`config.mk`:
```
export PLATFORM = sky130hd
export DESIGN_NAME = tx_byte_sequencer
export DESIGN_NICKNAME = d
export VERILOG_FILES = /design/src/rtl/tx_byte_sequencer.sv
export SDC_FILE = /design/constraint.sdc
export NUM_CORES = 1
export LEC_CHECK = 0
export ABC_AREA = 1
export BUFFER_PORTS_ARGS = -buffer_cell sky130_fd_sc_hd__buf_2
export CAP_MARGIN = 0
export CORE_MARGIN = 5
export CORE_UTILIZATION = 40
export CTS_CLUSTER_SIZE = 25
export DETAILED_ROUTE_END_ITERATION = 8
export PLACE_DENSITY = 0.58
export SLEW_MARGIN = 10
export SYNTH_ARGS = -nofsm -noshare
export SYNTH_HDL_FRONTEND = slang
export SYNTH_SLANG_ARGS = --single-unit
```
`constraint.sdc`:
```
create_clock -name clk -period 4.75 [get_ports clk]
set_clock_uncertainty 0.15 [all_clocks]
set_input_delay 0.95 -clock clk [delete_from_list [all_inputs] [get_ports clk]]
set_output_delay 0.95 -clock clk [all_outputs]
set_load 0.02 [all_outputs]
```
`src/rtl/tx_byte_sequencer.sv`:
```
// tx_byte_sequencer: paces SYNC, PID, payload and EOP through the byte shift register for one packet
module tx_byte_sequencer #(
    parameter int         CLKS_PER_BIT = 8,
    parameter logic [7:0] SYNC_BYTE    = 8'h80
) (
    input  logic       clk,
    input  logic       rst,
    input  logic       start,
    input  logic [7:0] pid,
    input  logic [6:0] data_len,
    input  logic       fifo_empty,
    output logic       load_en,
    output logic       shift_enable,
    output logic       select,
    output logic [7:0] fsm_byte,
    output logic       fifo_read,
    output logic       tx_active,
    output logic       eop,
    output logic       done,
    output logic       error
);
    localparam int CW = $clog2(CLKS_PER_BIT);
    localparam logic [CW-1:0] CMAX = CW'(CLKS_PER_BIT - 1);
    localparam logic [2:0] IDLE = 3'd0, SYNC = 3'd1, PID = 3'd2, DATA = 3'd3, EOP = 3'd4, DONE = 3'd5;

    logic [2:0]    state;
    logic [CW-1:0] cyc;
    logic [2:0]    bit_idx;
    logic [6:0]    rem;
    logic [7:0]    pid_q;
    logic          active, sending, tick, slot_end;

    assign active   = state inside {SYNC, PID, DATA, EOP};
    assign sending  = state inside {SYNC, PID, DATA};
    assign tick     = cyc == CMAX;
    assign slot_end = tick && bit_idx == 3'd7;

    // Bit-period timebase; both counters wrap to zero at a slot end, so every new slot or EOP starts aligned
    always_ff @(posedge clk or posedge rst) begin
        if (rst) begin
            cyc     <= '0;
            bit_idx <= 3'd0;
        end else begin
            cyc     <= (!active || tick) ? '0 : cyc + 1'b1;
            bit_idx <= active ? bit_idx + {2'b00, tick} : 3'd0;
        end
    end

    // Packet FSM; strobes default low so load/shift/read/done are single-cycle pulses
    always_ff @(posedge clk or posedge rst) begin
        if (rst) begin
            state        <= IDLE;
            rem          <= 7'd0;
            pid_q        <= 8'h00;
            load_en      <= 1'b0;
            shift_enable <= 1'b0;
            select       <= 1'b0;
            fsm_byte     <= 8'h00;
            fifo_read    <= 1'b0;
            tx_active    <= 1'b0;
            eop          <= 1'b0;
            done         <= 1'b0;
            error        <= 1'b0;
        end else begin
            load_en      <= 1'b0;
            fifo_read    <= 1'b0;
            done         <= 1'b0;
            shift_enable <= sending && tick && bit_idx != 3'd7;
            case (state)
                IDLE: if (start) begin
                    state     <= SYNC;
                    pid_q     <= pid;
                    rem       <= data_len;
                    error     <= 1'b0;
                    load_en   <= 1'b1;
                    select    <= 1'b1;
                    fsm_byte  <= SYNC_BYTE;
                    tx_active <= 1'b1;
                end
                SYNC: if (slot_end) begin
                    state    <= PID;
                    load_en  <= 1'b1;
                    select   <= 1'b1;
                    fsm_byte <= pid_q;
                end
                PID, DATA: if (slot_end) begin
                    if (rem != 7'd0 && !fifo_empty) begin
                        state     <= DATA;
                        load_en   <= 1'b1;
                        select    <= 1'b0;
                        fifo_read <= 1'b1;
                        rem       <= rem - 7'd1;
                    end else begin
                        state <= EOP;
                        eop   <= 1'b1;
                        if (rem != 7'd0) error <= 1'b1;
                    end
                end
                EOP: if (tick && bit_idx == 3'd1) begin
                    state     <= DONE;
                    eop       <= 1'b0;
                    tx_active <= 1'b0;
                    done      <= 1'b1;
                end
                DONE: state <= IDLE;
                default: state <= IDLE;
            endcase
        end
    end
endmodule

```
==> flow_summary_export.csv, run 1 <==
group,metric,value,unit
clocking,cts_buffer_depth,2,
detailed_routing,wl_per_cell,11.4,um
die,rows,25,
clocking,cts_tree,"yes",
setup_path,critPathBufInv,1,
setup_path,critPathMaxFanout,2,
setup_path,critPathSlowestCell,"dfrtp_1",
layout,fin_util,0.487,
detailed_routing,wirelength,3870,um
synth,syn_nets,256,
sta,clock.fmax,513,MHz
power,p_total,1.11,mW
sta,layout_setup_ws,2.80,ns
clocking,cts_root_buffer,"clkbuf_8",
clocking,clk_pin_slew,0.08,ns
die,initial_utilization,0.414,
synth,synthCells,231,
detailed_routing,wl_met1,1850,um
synth,synth-seq-cells,40,
synth,seq_area_frac_synth,0.512,
clocking,clock_sinks,40,
grt,antenna_found_initial,0,
grt,grt_pass1_wl,6800,um
power,combPwrFrac,0.313,
die,fp.dieW,79.9,um
synth,synth-simple-area-share,0.320,
detailed_routing,drc_errors,0,
placed_design,dpl.cell_count,331,
power,p_per_area,481,nW/um2
sta,hold_viol_final,0,
synth,synth_top_family_by_area,"simple AND/OR/NAND/NOR gates",
sta,slew_viol_final,0,
synth,ys_top_cells_by_area,"dfrtp_1 (51%), nand2_1 (16%), o21ai_0 (4.1%)",
clocking,post_cts_buffers,0,
synth,synth.top_cell.area_share,0.512,
worst_hold_path,hp-class,"register to register",
detailed_routing,first_iter_violations,65,
synth,synth_adder_area_share,0.0384,
placed_design,hpwl,2810,um
setup_path,crit_path_end_kind,"primary output",
sta,whs,0.285,ns
placed_design,io_buffers,34,
layout,num_antenna_cells,0,
power,p_int,0.704,mW
detailed_routing,met3_length,196,um
clocking,cts_buffers,5,
run_status,status,"complete, no violations",
detailed_routing,dr.pass1.iters,4,
clocking,cts_resized,0,
setup_path,critical-path-top-delay-family,"flip-flops",
setup_path,max_stage_delay,0.40,ns
layout,nets,296,
detailed_routing,met2_length,1780,um
sta,post-route-period-util,0.411,
die,die_area,6380,um2
power,p_leak,1.29,nW
synth,synthXorXnorAreaFrac,0.00897,
power,sw_frac_of_total,0.364,
grt,grt_pass1_vias,1501,
placed_design,place_area,2190,um2
layout,layout_commonest_cell,"nand2_1",
grt,grt_usage,0.136,
clocking,cts_hold_buf,0,
layout,layout_common_cells,"nand2_1 (83), dfrtp_1 (40), buf_2 (34), nor2_1 (19), o21ai_0 (16)",
setup_path,crit_path_cell_trace,"buf_2",
synth,yosysTopAreaCell,"dfrtp_1",
grt,grt_max_degree,41,
sta,setup_viol,0,
layout,area_growth,17.7,%
die,io_pins,35,
power,clockPowerShare,0.246,
flow_run,cap_viol_max_count,0,
die,design.core.area,4720,um2
power,p_seq_frac,0.441,
layout,fin_area,2300,um2
clocking,clkLatencyLatePin,0.29,ns
detailed_routing,ant_nets,0,
layout,instances_no_fill,339,
synth,netlist_area,1950,um2
sta,relSlewSlack,0.665,
detailed_routing,routed_via_density,4.51,
synth,yosys_warnings,0,
detailed_routing,vias,1528,
setup_path,critPathRequiredTime,3.65,ns
clocking,cts_max_level,2,
placed_design,gp_congestion,0.782,
sta,finalCriticalPeriod,1.95,ns
setup_path,worstPathArrival,0.85,ns
power,peakVddDrop,0.000274,V
setup_path,critical_path_class,"register to primary output",
sta,worstMarginPinSlew,0.502,ns
sta,tns,0,ns
sta,rsz0062_at_grt,"no",
die,die_y,79.9,um
placed_design,preCtsSetupSlack,2.71,ns
synth,ys_types,23,
power,p_sw,0.402,mW
synth,synthMuxAreaShare,0,
detailed_routing,top_layer,"met4",
synth,synth_compound_area_frac,0.0641,
setup_path,cp-start-kind,"register",
grt,gr-total-overflow,0,
synth,avgSynthCellArea,8.46,um2
layout,drive_above_1_share,0.254,
-- final timing paths --
path,start,to,slack [ns],cells past startpoint
worst max-delay path,error,error,2.80,1
worst min register to register,cyc[0],cyc[0],0.28,1
worst min-delay path,cyc[0],cyc[0],0.28,1
worst max register to register,cyc[0],rem[5],2.95,9
max in group asynchronous,rst,fsm_byte[1],3.48,3
min in group asynchronous,rst,cyc[1],0.62,3
-- power groups by stage --
stage | clock network (mW) | registers, mW | logic, mW
2_1_floorplan | 0 | 0.489 | 0.275
3_3_place_gp | 0 | 0.494 | 0.346
3_5_place_dp | 0 | 0.494 | 0.352
4_1_cts | 0.283 | 0.487 | 0.353
5_1_grt | 0.296 | 0.500 | 0.407
6_report | 0.272 | 0.488 | 0.347
-- cells by family after synthesis --
kind of cell	count (synthesis)
compound gates	23
simple gates	135
flops	40
fa+ha+maj	6
buf+inv	25
xor+xnor	2
-- state kept, by name, indices dropped and copies added (netlist names) --
name,count
fsm_byte,8
pid_q,8
rem,7
bit_idx,3
cyc,3
state,3
done,1
eop,1
error,1
fifo_read,1
load_en,1
select,1
shift_enable,1
tx_active,1
-- synthesized netlist by cell type, drive strengths merged --
cell	number
nand2	91
a21oi	1
nand4	6
nand3	12
ha	6
o31ai	1
buf	2
or2	1
o21ai	18
dfrtp	40
a31oi	1
o31a	1
o21bai	1
xnor2	2
nor2	25
inv	23
-- layout make-up --
type | count | area, um2
Fill cell | 474 | 2420
Sequential cell | 40 | 1000
Multi-Input combinational cell | 166 | 843
Inverter | 23 | 86.3
Clock buffer | 6 | 72.6
Clock inverter | 2 | 35.0
Tap cell | 67 | 83.8
Timing Repair Buffer | 35 | 178
-- routing by layer --
layer | global-route usage | up-vias
met3 | 0.0327 | 5
met1 | 0.182 | 690
met5 | 0 | -
li1 | - | 809
met2 | 0.216 | 24
met4 | 0.0456 | 0
Power figures use the tool's default switching activity.
==> inputs of run 2 (changes only) <==
--- a/config.mk
+++ b/config.mk
@@ -12,7 +12,7 @@
 export CORE_UTILIZATION = 40
 export CTS_CLUSTER_SIZE = 25
 export DETAILED_ROUTE_END_ITERATION = 8
-export PLACE_DENSITY = 0.58
+export PLACE_DENSITY = 0.61
 export SLEW_MARGIN = 10
 export SYNTH_ARGS = -nofsm -noshare
 export SYNTH_HDL_FRONTEND = slang
==> constraint.sdc (replaced) <==
create_clock -name clk -period 1.6 [get_ports clk]
set_clock_uncertainty 0.15 [all_clocks]
set_input_delay 0.32 -clock clk [delete_from_list [all_inputs] [get_ports clk]]
set_output_delay 0.32 -clock clk [all_outputs]
set_load 0.02 [all_outputs]
==> flow_summary_export.csv, run 2 (same netlist as run 1, synthesis figures left out) <==
group,metric,value,unit
run_status,status,"complete, no violations",
power,peakVddDrop,0.000610,V
sta,worstMarginPinSlew,0.388,ns
power,p_per_area,1440,nW/um2
detailed_routing,routed_via_density,4.60,
detailed_routing,first_iter_violations,44,
setup_path,cp-start-kind,"register",
layout,drive_above_1_share,0.362,
flow_run,cap_viol_max_count,0,
worst_hold_path,worstHoldPathCells,3,
clocking,clock_sinks,40,
sta,slew_viol_final,0,
detailed_routing,dr.pass1.iters,4,
sta,rsz0062_at_grt,"yes",
sta,post-route-period-util,0.989,
sta,setup_viol,0,
layout,nets,315,
setup_path,ff2ff_path_depth,7,
layout,fin_util,0.552,
placed_design,place_area,2290,um2
clocking,clkLatencyLatePin,0.29,ns
grt,grt_usage,0.148,
setup_path,crit_path_end_kind,"register",
grt,antenna_found_initial,0,
die,design.core.area,4720,um2
placed_design,gp_congestion,0.757,
setup_path,critPathMaxFanout,7,
detailed_routing,wl_per_cell,12.0,um
clocking,cts_root_buffer,"clkbuf_8",
sta,finalCriticalPeriod,1.58,ns
die,rows,25,
clocking,cts_max_level,2,
setup_path,critical_path_class,"register to register",
clocking,clk_pin_slew,0.07,ns
setup_path,worstPathArrival,1.62,ns
detailed_routing,wirelength,4290,um
setup_path,critPathRequiredTime,1.64,ns
grt,grt_pass1_vias,1629,
power,p_total,3.76,mW
grt,grt_pass1_wl,7250,um
die,die_area,6380,um2
die,fp.dieW,79.9,um
clocking,cts_buffer_depth,2,
layout,layout_common_cells,"nand2_1 (80), dfrtp_1 (40), buf_2 (34), buf_4 (16), nor2_1 (14)",
die,die_y,79.9,um
placed_design,preCtsSetupSlack,-0.171,ns
power,p_leak,1.42,nW
detailed_routing,vias,1643,
layout,num_antenna_cells,0,
clocking,cts_buffers,5,
detailed_routing,ant_nets,0,
worst_hold_path,hp-class,"input pin to register",
grt,gr-total-overflow,0,
placed_design,io_buffers,34,
clocking,cts_tree,"yes",
layout,layout_commonest_cell,"nand2_1",
sta,relSlewSlack,0.741,
grt,grt_max_degree,41,
sta,tns,0,ns
sta,hold_viol_final,0,
sta,clock.fmax,632,MHz
sta,layout_setup_ws,0.0178,ns
placed_design,hpwl,3090,um
layout,fin_area,2610,um2
layout,reg_top3,"fsm_byte x8, pid_q x8, rem x7",
die,io_pins,35,
layout,area_growth,33.5,%
detailed_routing,drc_errors,0,
die,initial_utilization,0.414,
## run 2: cell count changes in the layout (fill, tap and decap cells not counted), moves of 4 or more
cell | before | now
nor2_1 | 19 | 14
nand2_4 | 0 | 6
o21ai_1 | 2 | 8
o21ai_0 | 16 | 6
o21ai_2 | 0 | 4
buf_4 | 1 | 16
## run 2: cell type report
| cell class | count | area [um2] |
|---|---|---|
| sequential | 40 | 1000 |
| timing repair buffer | 54 | 343 |
| inverter | 23 | 88.8 |
| fill | 438 | 2120 |
| clock inverter | 2 | 60.1 |
| tap | 67 | 83.8 |
| multi-input combinational | 166 | 962 |
| clock buffer | 5 | 68.8 |
## run 2: through the flow
stage / cells / hold WS (ns)
global route: 357 / 0.0587
finish: 357 / 0.0716
global placement: 343 / 0.238
floorplan: 231 / 0.260
detailed placement: 343 / 0.241
CTS: 355 / 0.0627
## run 2: path summary, 6_finish.rpt
path                       startpoint        to  slack, ns
setup / recovery             state[2]    rem[0]       0.02
hold / removal                 pid[0]  pid_q[0]       0.07
setup reg to reg             state[2]    rem[0]       0.02
hold reg to reg              pid_q[1]  pid_q[1]       0.33
max in group asynchronous         rst    rem[4]       0.65
min in group asynchronous         rst  pid_q[6]       0.46
## run 2: critical path, stage by stage, from the launching register on
cell,delay (ns)
dfrtp_1,0.42
inv_2,0.17
nand4_1,0.25
nand2_4,0.19
inv_4,0.05
buf_4,0.13
nand4_1,0.06
nand2_1,0.05
## run 2: report_power, final
group	leakage (nW)	internal, mW	switching [mW]
combinational	0.839	0.546	0.803
sequential	0.516	1.26	0.194
clock	0.0642	0.614	0.344
## run 2: what timing repair did
action | CTS | global route
endpoints found under the setup margin | 22 | 21
resized for setup | 9 | 34
gates cloned | 0 | 0
buffers inserted | 4 | 2
endpoints found under the hold margin | 40 | 0
pin swaps | 3 | 15
hold buffers | 1 | 0
## run 2: metal layers
metal | global-route usage | wire, um
met1 | 0.179 | 1870
met2 | 0.248 | 2160
met3 | 0.0440 | 188
met4 | 0.0591 | 78
met5 | 0 | 0
==> inputs of run 3 (changes only) <==
--- a/config.mk
+++ b/config.mk
@@ -12,6 +12,7 @@
 export CORE_UTILIZATION = 40
 export CTS_CLUSTER_SIZE = 25
 export DETAILED_ROUTE_END_ITERATION = 8
+export HOLD_SLACK_MARGIN = 0.12
 export PLACE_DENSITY = 0.61
 export SLEW_MARGIN = 10
 export SYNTH_ARGS = -nofsm -noshare
==> flow_summary_export.csv, run 3 (same netlist as run 1, synthesis figures left out) <==
group,metric,value,unit
die,die_area,6380,um2
power,p_per_area,1400,nW/um2
sta,hold_viol_final,0,
detailed_routing,drc_errors,0,
layout,nets,323,
layout,layout_commonest_cell,"nand2_1",
setup_path,reg2reg_slack,0.02,ns
sta,whs,0.154,ns
die,rows,25,
layout,num_antenna_cells,0,
clocking,cts_buffer_depth,2,
setup_path,cp-start-kind,"register",
detailed_routing,dr.pass1.iters,4,
clocking,clock_sinks,40,
placed_design,io_buffers,34,
power,p_sw,1.34,mW
setup_path,cp_common_cell,"nand4_1",
detailed_routing,vias,1672,
power,p_int,2.43,mW
clocking,cts_tree,"yes",
die,design.core.area,4720,um2
grt,antenna_found_initial,0,
power,combPwrFrac,0.360,
layout,area_growth,37.6,%
power,sw_frac_of_total,0.356,
setup_path,critPathSlowestCell,"dfrtp_1",
sta,rsz0062_at_grt,"yes",
setup_path,critical_path_class,"register to register",
placed_design,gp_congestion,0.757,
sta,setup_viol,0,
die,die_y,79.9,um
setup_path,critPathMaxFanout,7,
sta,finalCriticalPeriod,1.58,ns
setup_path,cp_num_cells,7,
detailed_routing,ant_nets,0,
layout,layout_common_cells,"nand2_1 (80), dfrtp_1 (40), buf_2 (34), buf_4 (16), nor2_1 (14)",
power,clockPowerShare,0.254,
setup_path,critPathRequiredTime,1.64,ns
clocking,clk_pin_slew,0.07,ns
sta,relSlewSlack,0.749,
run_status,status,"complete, no violations",
detailed_routing,wirelength,4350,um
grt,grt_pass1_vias,1666,
clocking,clkLatencyLatePin,0.30,ns
setup_path,max_stage_delay,0.42,ns
layout,drive_above_1_share,0.352,
grt,grt_max_degree,41,
setup_path,worstPathArrival,1.62,ns
setup_path,crit_path_end_kind,"register",
placed_design,hpwl,3090,um
detailed_routing,wl_per_cell,11.9,um
setup_path,ff2ff_path_depth,7,
power,p_seq_frac,0.385,
flow_run,cap_viol_max_count,0,
detailed_routing,first_iter_violations,45,
grt,gr-total-overflow,0,
clocking,cts_buffers,5,
power,p_total,3.77,mW
clocking,cts_root_buffer,"clkbuf_8",
power,p_leak,1.45,nW
sta,clock.fmax,632,MHz
sta,post-route-period-util,0.989,
setup_path,crit_path_cell_trace,"inv_2 -> nand4_1 -> nand2_4 -> inv_4 -> buf_4 -> nand4_1 -> nand2_1",
setup_path,critical-path-top-delay-family,"simple AND/OR/NAND/NOR gates",
grt,grt_pass1_wl,7440,um
worst_hold_path,worstHoldPathCells,3,
die,io_pins,35,
power,peakVddDrop,0.000604,V
die,fp.dieW,79.9,um
detailed_routing,routed_via_density,4.58,
sta,worstMarginPinSlew,0.376,ns
setup_path,critPathBufInv,3,
die,initial_utilization,0.414,
sta,slew_viol_final,0,
layout,reg_top3,"fsm_byte x8, pid_q x8, rem x7",
grt,grt_usage,0.152,
worst_hold_path,hp-class,"input pin to register",
clocking,cts_max_level,2,
-- run 3: metal layers --
| metal | share of wire | track usage | vias up |
|---|---|---|---|
| met4 | 0.019 | 0.0591 | 0 |
| met5 | 0 | 0 | - |
| li1 | - | - | 864 |
| met2 | 0.51 | 0.258 | 37 |
| met1 | 0.42 | 0.183 | 762 |
| met3 | 0.052 | 0.0429 | 9 |
-- run 3: area by class of cell --
type | instances | area, um2
Clock inverter | 2 | 60.1
Tap cell | 67 | 83.8
Clock buffer | 5 | 68.8
Multi-Input combinational cell | 166 | 962
Sequential cell | 40 | 1000
Fill cell | 433 | 2040
Inverter | 23 | 88.8
Timing Repair Buffer | 62 | 423
-- run 3: per-stage QoR --
step	instances	util	worst slack (ns)	setup TNS, ns	area [um2]
6_report	365	0.569	0.0176	0	2690
3_3_place_gp	343	0.486	-0.0680	-0.582	2290
3_5_place_dp	343	0.486	-0.171	-1.95	2290
4_1_cts	363	0.549	0.00233	0	2590
5_1_grt	365	0.569	-0.102	-0.813	2690
2_1_floorplan	231	-	0.0150	0	1950
-- run 3: final timing paths --
| check | from | end |
|---|---|---|
| worst max register to register | state[2] | rem[0] |
| worst min-delay path | fifo_empty | error |
| max in group asynchronous | rst | rem[4] |
| worst min register to register | pid_q[2] | pid_q[2] |
| worst max-delay path | state[2] | rem[0] |
| min in group asynchronous | rst | pid_q[6] |
-- run 3: worst reg2reg max path: cells and delay by family (launching register included) --
family                 cells  cell delay, ns
and+or+nand+nor            4            0.56
DFF                        1            0.42
buffers and inverters      3            0.35
-- run 3: power by group through the flow --
stage,logic (mW),registers (mW),clock network [mW]
after floorplan,0.815,1.45,0
after global placement,1.16,1.44,0
after detailed placement,1.18,1.46,0
after CTS,1.24,1.44,0.973
after global routing,1.54,1.49,1.01
final,1.36,1.45,0.960
-- run 3: what timing repair did --
action	4_1_cts	5_1_grt
hold buffers	9	0
setup endpoints to repair	22	21
hold endpoints to repair	48	0
setup buffers	4	2
gates resized for setup	9	34
pin swaps	3	15
